===== src/rtl/man_dead_sprite_fetch.sv =====
// rtl/man_dead_sprite_fetch.sv - death-animation sequencer and sprite BRAM address generator
//
// Purpose:
//   Runs the ALIVE / DYING / DEAD_HOLD animation state machine off falling
//   edges of the active-low vertical sync. Computes the sprite BRAM word
//   address for the current pixel. Each word holds 8 four-bit pixels, the
//   sprite is 20x20, and each frame is 50 words. The draw/sprite coordinates
//   and the in-box flag are delayed two cycles so they line up with the
//   BRAM read data.
//
// Ports:
//   Clk        in   pixel clock
//   Reset      in   asynchronous active-high reset
//   vs         in   vertical sync, active-low; a 1->0 edge is one frame tick
//   dead       in   player-dead level
//   DrawX/Y    in   current pixel coordinates (10 bits)
//   ManX/Y     in   sprite top-left coordinates (10 bits)
//   man_addr   out  registered BRAM word address (one cycle after inputs)
//   DrawX_d..  out  coordinates delayed two cycles
//   man_on_d   out  pixel inside sprite box while not ALIVE, delayed two cycles
//   anim_done  out  high while holding the last frame
module man_dead_sprite_fetch #(
  parameter int FRAMES        = 4,
  parameter int FRAME_VBLANKS = 8
) (
  input  logic       Clk,
  input  logic       Reset,
  input  logic       vs,
  input  logic       dead,
  input  logic [9:0] DrawX,
  input  logic [9:0] DrawY,
  input  logic [9:0] ManX,
  input  logic [9:0] ManY,
  output logic [7:0] man_addr,
  output logic [9:0] DrawX_d,
  output logic [9:0] DrawY_d,
  output logic [9:0] ManX_d,
  output logic [9:0] ManY_d,
  output logic       man_on_d,
  output logic       anim_done
);

  localparam logic [1:0] ST_ALIVE = 2'd0;
  localparam logic [1:0] ST_DYING = 2'd1;
  localparam logic [1:0] ST_HOLD  = 2'd2;

  localparam logic [7:0]  FRAME_LAST      = 8'(FRAMES - 1);
  localparam logic [15:0] VCNT_LAST       = 16'(FRAME_VBLANKS - 1);
  localparam logic [7:0]  WORDS_PER_FRAME = 8'd50;
  localparam logic [10:0] SPRITE_SIZE     = 11'd20;

  // ---------------------------------------------------------------------
  // Frame tick: falling edge of vs. vs_q resets high so a vs held low
  // through reset release still yields exactly one tick.
  // ---------------------------------------------------------------------
  logic vs_q;
  logic tick;

  assign tick = vs_q & ~vs;

  // ---------------------------------------------------------------------
  // Animation state machine
  // ---------------------------------------------------------------------
  logic [1:0]  state_q, state_d;
  logic [7:0]  frame_q, frame_d;
  logic [15:0] vcnt_q,  vcnt_d;
  logic        anim_done_q;

  always_comb begin
    state_d = state_q;
    frame_d = frame_q;
    vcnt_d  = vcnt_q;
    if (!dead) begin
      // Leaving the dead condition wins over everything, including a tick.
      state_d = ST_ALIVE;
      frame_d = 8'd0;
      vcnt_d  = 16'd0;
    end else begin
      case (state_q)
        ST_ALIVE: begin
          // A tick coinciding with entry is deliberately not counted.
          state_d = ST_DYING;
          frame_d = 8'd0;
          vcnt_d  = 16'd0;
        end
        ST_DYING: begin
          if (tick) begin
            if (vcnt_q == VCNT_LAST) begin
              vcnt_d = 16'd0;
              if (frame_q < FRAME_LAST) begin
                frame_d = frame_q + 8'd1;
              end else begin
                state_d = ST_HOLD;
              end
            end else begin
              vcnt_d = vcnt_q + 16'd1;
            end
          end
        end
        ST_HOLD: begin
          state_d = ST_HOLD;
        end
        default: begin
          state_d = ST_ALIVE;
          frame_d = 8'd0;
          vcnt_d  = 16'd0;
        end
      endcase
    end
  end

  always_ff @(posedge Clk or posedge Reset) begin
    if (Reset) begin
      vs_q        <= 1'b1;
      state_q     <= ST_ALIVE;
      frame_q     <= 8'd0;
      vcnt_q      <= 16'd0;
      anim_done_q <= 1'b0;
    end else begin
      vs_q        <= vs;
      state_q     <= state_d;
      frame_q     <= frame_d;
      vcnt_q      <= vcnt_d;
      // Registered from the next state so it rises on the entering edge.
      anim_done_q <= (state_d == ST_HOLD);
    end
  end

  assign anim_done = anim_done_q;

  // ---------------------------------------------------------------------
  // Box test and address. Comparisons are done in 11 bits so a sprite near
  // the right/bottom edge never wraps back onto low coordinates.
  // ---------------------------------------------------------------------
  logic [10:0] draw_x_ext, draw_y_ext, man_x_ext, man_y_ext;
  logic        in_box;
  logic [4:0]  off_x, off_y;
  logic [8:0]  local_idx;
  logic [5:0]  word_idx;
  logic [7:0]  addr_d;

  assign draw_x_ext = {1'b0, DrawX};
  assign draw_y_ext = {1'b0, DrawY};
  assign man_x_ext  = {1'b0, ManX};
  assign man_y_ext  = {1'b0, ManY};

  assign in_box = (man_x_ext <= draw_x_ext) && (draw_x_ext < man_x_ext + SPRITE_SIZE) &&
                  (man_y_ext <= draw_y_ext) && (draw_y_ext < man_y_ext + SPRITE_SIZE);

  // Offsets are only meaningful inside the box, where they fit in 5 bits.
  assign off_x     = 5'(DrawX - ManX);
  assign off_y     = 5'(DrawY - ManY);
  assign local_idx = 9'(off_y) * 9'd20 + 9'(off_x);
  assign word_idx  = 6'(local_idx >> 3);

  // frame_q is the pre-edge value, so a frame change reaches the address
  // one cycle after the state update.
  assign addr_d = in_box ? (8'(frame_q * WORDS_PER_FRAME) + {2'b00, word_idx}) : 8'd0;

  // ---------------------------------------------------------------------
  // Address register plus two-stage coordinate/flag delay. Stage 1 is in
  // step with man_addr; stage 2 is in step with the BRAM read data.
  // ---------------------------------------------------------------------
  logic [7:0] man_addr_q;
  logic [9:0] draw_x_s1_q, draw_y_s1_q, man_x_s1_q, man_y_s1_q;
  logic       man_on_s1_q;
  logic [9:0] draw_x_s2_q, draw_y_s2_q, man_x_s2_q, man_y_s2_q;
  logic       man_on_s2_q;

  always_ff @(posedge Clk or posedge Reset) begin
    if (Reset) begin
      man_addr_q  <= 8'd0;
      draw_x_s1_q <= 10'd0;
      draw_y_s1_q <= 10'd0;
      man_x_s1_q  <= 10'd0;
      man_y_s1_q  <= 10'd0;
      man_on_s1_q <= 1'b0;
      draw_x_s2_q <= 10'd0;
      draw_y_s2_q <= 10'd0;
      man_x_s2_q  <= 10'd0;
      man_y_s2_q  <= 10'd0;
      man_on_s2_q <= 1'b0;
    end else begin
      man_addr_q  <= addr_d;
      draw_x_s1_q <= DrawX;
      draw_y_s1_q <= DrawY;
      man_x_s1_q  <= ManX;
      man_y_s1_q  <= ManY;
      man_on_s1_q <= in_box && (state_q != ST_ALIVE);
      draw_x_s2_q <= draw_x_s1_q;
      draw_y_s2_q <= draw_y_s1_q;
      man_x_s2_q  <= man_x_s1_q;
      man_y_s2_q  <= man_y_s1_q;
      man_on_s2_q <= man_on_s1_q;
    end
  end

  assign man_addr = man_addr_q;
  assign DrawX_d  = draw_x_s2_q;
  assign DrawY_d  = draw_y_s2_q;
  assign ManX_d   = man_x_s2_q;
  assign ManY_d   = man_y_s2_q;
  assign man_on_d = man_on_s2_q;

endmodule


===== config.mk =====
export PLATFORM = sky130hd
export DESIGN_NAME = man_dead_sprite_fetch
export DESIGN_NICKNAME = d
export VERILOG_FILES = /design/src/rtl/man_dead_sprite_fetch.sv
export SDC_FILE = /design/constraint.sdc
export NUM_CORES = 1
export LEC_CHECK = 0
export CAP_MARGIN = 20
export CORE_MARGIN = 4
export CORE_UTILIZATION = 45
export DETAILED_ROUTE_END_ITERATION = 7
export PLACE_DENSITY_LB_ADDON = 0.12
export SETUP_SLACK_MARGIN = 0.1
export SLEW_MARGIN = 20
export SYNTH_ARGS = -nofsm -noshare
export SYNTH_HDL_FRONTEND = slang
export SYNTH_SLANG_ARGS = --single-unit

===== constraint.sdc =====
create_clock -name Clk -period 7.13 [get_ports Clk]
set_input_delay 1.0695 -clock Clk [delete_from_list [all_inputs] [get_ports Clk]]
set_output_delay 1.0695 -clock Clk [all_outputs]
set_load 0.02 [all_outputs]

After elaboration in Yosys (flattened, before gate mapping) --
Index checks and enable logic that the tools add are counted.
Storage, ports and cells: register bits after elaboration 118, input bits 44, output and inout port bits 50, logic and storage cells 64
Cells by class: $add $sub $neg 8, multiply operators 2, order comparisons 5, eq/ne operators 8, multiplexer cells 15, bitwise operators 2, reduce and logical (&&, ||, !) cells 8
Operator list (count):
- $mux W16 | 3
- $mux W8 | 5
- $pmux W16 S2 | 1
- $add A10 B5 Y11 const B | 2
- $lt A10 B11 Y1 | 2
- $le A10 B10 Y1 | 2
- $add A16 B1 Y16 const B | 1
- $eq A16 B3 Y1 const B | 1
- $pmux W8 S2 | 1
- $sub A5 B5 Y5 | 2
- $add A9 B5 Y9 | 1
- $ne A3 B3 Y1 const B | 3
- $add A8 B1 Y8 const B | 1
- $add A8 B6 Y8 | 1
- $lt A8 B2 Y1 const B | 1
- $mul A8 B5 Y7 const B | 1
- $mux W2 | 4
- $mul A5 B3 Y7 const B | 1
- $pmux W2 S3 | 1
- $eq A2 B2 Y1 const B | 2
- $logic_and A1 B1 Y1 | 4
- $reduce_and A4 Y1 | 1
- $eq A2 B1 Y1 const B | 1
- $logic_not A2 Y1 | 1
- 5 further kinds | 5

Longest topological paths before layout --
depth in word-level cells 7, gate-level depth with buffers 19

Least setup slack after synthesis --
OpenSTA, ideal clock, no wires.
kind input to register, start point input port DrawY[0], end point register man_addr_q[5], in the netlist man_addr[5], library setup time 0.120 ns, arrival time 4.292 ns, data required time 7.010 ns, setup slack 2.718 ns, cell stages on the path 17, path buffers 0, path through inv_1 ha_1 inv_1 fa_1 a21o_1 a21oi_1 xnor2_1 ha_1 inv_1 fa_1 xor2_1 nor3_1 xor2_1 xnor2_1 ha_1 or3_1 and3_1
Between the ends: longest elaborated chain between the ends 5, elaborated cells between the ends (all ways) 9, classes of those cells add/sub: 3; mul: 1; order compare: 2; mux: 1; reduce/logical: 2
Ends and longest elaborated chain:
- from (decl) | RTL line 31 | input logic [9:0] DrawY,
- $sub A5 B5 Y5 | RTL line 152 | assign off_y = 5'(DrawY - ManY);
- $mul A5 B3 Y7 | RTL line 153 | assign local_idx = 9'(off_y) * 9'd20 + 9'(off_x);
- $add A9 B5 Y9 | RTL line 153
- $add A8 B6 Y8 | RTL line 158 | assign addr_d = in_box ? (8'(frame_q * WORDS_PER_FRAME) + {2'b00, word_idx}) : 8'd0;
- $mux W8 (*) | RTL line 158
- via addr_d[5] | RTL line 140 | logic [7:0] addr_d;
- to (signal assigned) | RTL line 184 | man_addr_q <= addr_d;
- to (decl) | RTL line 164 | logic [7:0] man_addr_q;
The timed path passes the listed nets; every way through them passes the cells marked *. A chain may end at the register's enable or synchronous reset.

Final worst setup path --
start point input port DrawY[0], end point register man_addr_q[7], in the netlist man_addr[7]
The elaborated chain is that of the path after synthesis.

==> results summary <==
The number of gates resized after CTS is 0. The final clock skew is a little over 0.007 ns. The last weighted congestion value of the routability-driven placer came out at a little over 0.8. In this run, synthesis inferred 0 flip-flops with an integrated enable.

The aggregate global-route resource usage came out at 17.2%. The cell with the most instances after synthesis is sky130_fd_sc_hd__dfrtp_1. The via count of the first global-routing pass came out at 4069.

The total of warnings raised by yosys came out at 0. Once the clock tree was built, the setup fixing pass inserted 0 buffers. Of the cells placed in the final design, the portion with a size suffix greater than 1 is under 10%. Setup violations remaining at the end of the flow were counted as 0. The clock reaches the later pin of the worst-skew pair after slightly above 0.4 ns. The delay of the slowest cell on the worst path came out at between 0.5 and 0.6 ns. For this design the total switching power over the nets is around 0.52 mW. The total count of max-transition violations in the final report came out at 0.

Among all stages on the critical path, the largest delay is contributed by sky130_fd_sc_hd__fa_1. The proportion of power drawn by flip-flops and latches is between 30% and 40%. The setup TNS came out at 0 ns. The slew of the pin with the lowest slew margin is 0.886 ns.

In the routed design, unresolved DRC markers number 0. The normalized max-slew margin came out at between 40% and 50%. Synthesis produced a netlist with a net count of between 600 and 700. The count of input and output buffers is 93. Sorting the synthesized cells by area gives the leading types as sky130_fd_sc_hd__dfrtp_1 51%, sky130_fd_sc_hd__ha_1 15%, sky130_fd_sc_hd__xnor2_1 3.7%. The number of maximum-capacitance violations is 0.

The starting DRC count in detailed routing is around 190. In this run the static leakage power is 3.47 nW. The number of vias in the routed layout is between 3000 and 4000. The combinational share of power is 21.5%. In the synthesized netlist, the cells that appear most often are 117 x sky130_fd_sc_hd__dfrtp_1, 70 x sky130_fd_sc_hd__ha_1, 54 x sky130_fd_sc_hd__inv_1. The maximum vdd drop came out at about 0.16 mV.

The multi-input combinational cell area came out at approximately 2500 um^2. The utilization after layout came out at about three fifths. The count of boundary I/O pins is 94. Averaged over all synthesized cells, the footprint is between 10 and 15 um^2. The cell count after synthesis came out at just under 500. The arrival time of the worst setup path is roughly 5.1 ns. The clock share of power came out at around 42%. TritonCTS built the clock tree. The area of all placed cells without fillers came out at ~7400 um^2.

The first-pass iteration count of the detailed router is 6. In the routed layout, each cell is associated on average with a via count of about 5. For this configuration, the core starts out at a cell density of 46.6%.

After synthesis the cells add up to between 5000 and 6000 um^2. The post-CTS clock slew at the launch and capture registers of the worst setup and hold paths is ~0.050 ns. The sink count of the clock tree came out at between 100 and 150. The count of placed standard cells including taps came out at around 750.

The global-route wire length before repair is 19700 um. The min-delay analysis places its worst path in the category reg -> reg. The worst hold margin came out at 0.344 ns. The remaining global-route overflow came out at 0. The floorplan step defined a die boundary enclosing between 10000 and 15000 um^2.

The overall die width came out at 120 um. The final period demand of the worst path is roughly 4.8 ns. In this run switching power makes up between 20% and 30% of total power. The worst setup path is of the in -> reg kind.

The post-DP HPWL came out at approximately 8600 um. In this run, post-CTS hold repair placed 0 buffers. The wire length reported by the detailed router came out at between 10000 and 15000 um. The layout has ~1000 filler cells. Counting the buffers created by CTS gives 17.

The area taken by flip-flops and latches is 2950 um^2. The upper clock frequency limit is about 210 MHz. The area growth from synthesis to layout is 30.0%. The total number of nets in the final design is about 720.

The kind of cell with the highest combined delay along the critical path is adder cells. The internal power is 1.43 mW. The maximum fanout encountered on the critical timing path came out at 3.

The buffer and inverter count on the worst path came out at 4. The element type at the critical path end is a flip-flop. The pin count of the biggest net entering global routing is around 70. The share of the yosys chip area belonging to registers is 51.9%.

For this run, the leading register cell type out of synthesis is sky130_fd_sc_hd__dfrtp_1. The vertical extent of the die came out at about 120 um. STA classifies the critical path startpoint as a primary input. After synthesis, the share of flip-flops with an asynchronous set or reset is 100%.

The number of antenna violations at the first check in global routing came out at 0. In this run the clock root is driven by a sky130_fd_sc_hd__clkbuf_16. After detailed routing, the average wire length per cell comes to 14.6 um. The count of non-filler cells in the finished layout is ~780. The library cell occupying the most area in the post-synthesis netlist is sky130_fd_sc_hd__dfrtp_1.

Setup repair after global routing left no endpoint under its margin. The number of antenna-violating nets in the routed design is 0. Traced cell by cell, the critical path runs through clkdlybuf4s50_1, inv_1, ha_1, inv_1, fa_1, a21o_1, a21oi_1, xnor2_1, ha_1, inv_1, fa_1, xor2_1, ha_1, nor2b_1, o21a_1, o21ai_0, a21oi_1, xnor2_1, and2_1. The core region is between 10000 and 15000 um^2. The worst-case clock buffer depth is 2.

The share of the clock period used by the worst path after layout came out at 67.3%. The repair_antennas step left the layout with diodes totalling 0. The flow ran to the end, and the final reports show no timing, DRC or antenna violations. The final hold violation count is 0. The worst endpoint required time is 7.42 ns. The area share of the leading cell type in the synthesized netlist is between 50% and 60%. Dividing total power by cell area gives a power density of 263 nW/um^2.

CTS built an H-tree with a depth of 4. The total cell area at the placement stage is 6830 um^2. The synthesized netlist contains 50 unique library cells. Row generation in the floorplan step produced 40 rows. After synthesis the netlist holds a flip-flop and latch count of 118.
final timing paths:
check / startpoint / endpoint / slack [ns] / cells past startpoint
max: DrawY[0] / man_addr[7] / 2.33 / 19
min: man_on_s1_q / man_on_d / 0.34 / 0
max reg2reg: frame_q[1] / man_addr[7] / 4.39 / 10
min reg2reg: man_on_s1_q / man_on_d / 0.34 / 0
max in group asynchronous: Reset / man_addr[5] / 4.77 / 3
min in group asynchronous: Reset / draw_y_s1_q[9] / 1.11 / 2
cell usage in the layout (no fill, tap or decap), types with 3 or more instances in the layout:
cell                              Yosys  final
sky130_fd_sc_hd__a21o_1               9      9
sky130_fd_sc_hd__inv_1               54     53
sky130_fd_sc_hd__and3_1              10     10
sky130_fd_sc_hd__dfrtp_1            117    117
sky130_fd_sc_hd__nor4_1               3      3
sky130_fd_sc_hd__a21oi_1             23     23
sky130_fd_sc_hd__and2_1               8      8
sky130_fd_sc_hd__a31oi_1              4      4
sky130_fd_sc_hd__nand4_1              6      6
sky130_fd_sc_hd__o21ai_0              8      8
sky130_fd_sc_hd__xnor2_1             24     24
sky130_fd_sc_hd__nor2_1              27     27
sky130_fd_sc_hd__o2111ai_1            4      4
sky130_fd_sc_hd__nor2b_1              7      7
sky130_fd_sc_hd__nor3_1               7      7
sky130_fd_sc_hd__xor2_1              22     22
sky130_fd_sc_hd__o21a_1               6      6
sky130_fd_sc_hd__clkinv_2             0      6
sky130_fd_sc_hd__clkbuf_16            0     17
sky130_fd_sc_hd__nand2_1             26     26
sky130_fd_sc_hd__ha_1                70     70
sky130_fd_sc_hd__clkdlybuf4s50_1      0     93
sky130_fd_sc_hd__nand3_1             10     10
sky130_fd_sc_hd__a211oi_1             3      3
sky130_fd_sc_hd__fa_1                 5      5
layer usage:
layer	up-vias	wire, um	part of all wire [%]	global-route usage, %
met2	78	5140	45	26.2
li1	1882	-	-	-
met4	0	238	2.1	6.94
met5	-	0	0	0
met1	1809	5480	48	22.8
met3	17	521	4.6	5.66
area by class of cell:
cell class              instances  area share [%]
flip-flops and latches        118            39.9
multi-input cells             313            34.1
repair buffers                 94            12.7
clock buffers                  21            6.23
well taps                     168            2.84
inverters                      54            2.77
clock inverters                10            1.42
kinds of logic after synthesis:
| kind of cell | count (synthesis) | synth area share [%] |
|---|---|---|
| fa+ha+maj | 75 | 17.2 |
| compound gates | 73 | 8.97 |
| flops | 118 | 51.9 |
| xor+xnor | 46 | 7.08 |
| simple gates | 118 | 11.0 |
| mux | 1 | 0.176 |
| buf+inv | 56 | 3.72 |
worst reg2reg max path, cell delays in order (launching register included):
cell	delay, ns
sky130_fd_sc_hd__dfrtp_1	0.43
sky130_fd_sc_hd__ha_1	0.31
sky130_fd_sc_hd__ha_1	0.30
sky130_fd_sc_hd__ha_1	0.27
sky130_fd_sc_hd__inv_1	0.05
sky130_fd_sc_hd__fa_1	0.42
sky130_fd_sc_hd__xor2_1	0.16
sky130_fd_sc_hd__xnor2_1	0.14
sky130_fd_sc_hd__xnor2_1	0.27
sky130_fd_sc_hd__xnor2_1	0.12
sky130_fd_sc_hd__and2_1	0.16
metrics by stage:
| stage | setup WS [ns] | power [mW] |
|---|---|---|
| floorplan | 2.72 | 1.00 |
| global placement | 2.05 | 1.14 |
| detailed placement | 1.93 | 1.15 |
| CTS | 2.36 | 1.97 |
| finish | 2.33 | 1.95 |
| global route | 2.02 | 2.05 |
sequential cells by signal, indices dropped and copies added (netlist names):
| signal | count |
|---|---|
| man_y_s1_q | 10 |
| state_q | 2 |
| draw_x_s1_q | 10 |
| frame_q | 8 |
| anim_done | 1 |
| DrawX_d | 10 |
| man_addr | 8 |
| man_x_s1_q | 10 |
| DrawY_d | 10 |
| vcnt_q | 16 |
| ManX_d | 10 |
| draw_y_s1_q | 10 |
| vs_q | 1 |
| man_on_d | 1 |
| ManY_d | 10 |
| man_on_s1_q | 1 |
power groups by stage:
stage	clock, mW	combinational, mW	sequential [mW]
floorplan	0	0.244	0.760
global placement	0	0.409	0.732
detailed placement	0	0.416	0.732
CTS	0.824	0.424	0.722
global route	0.857	0.472	0.724
finish	0.807	0.418	0.721
(Power assumes the default switching activity.)
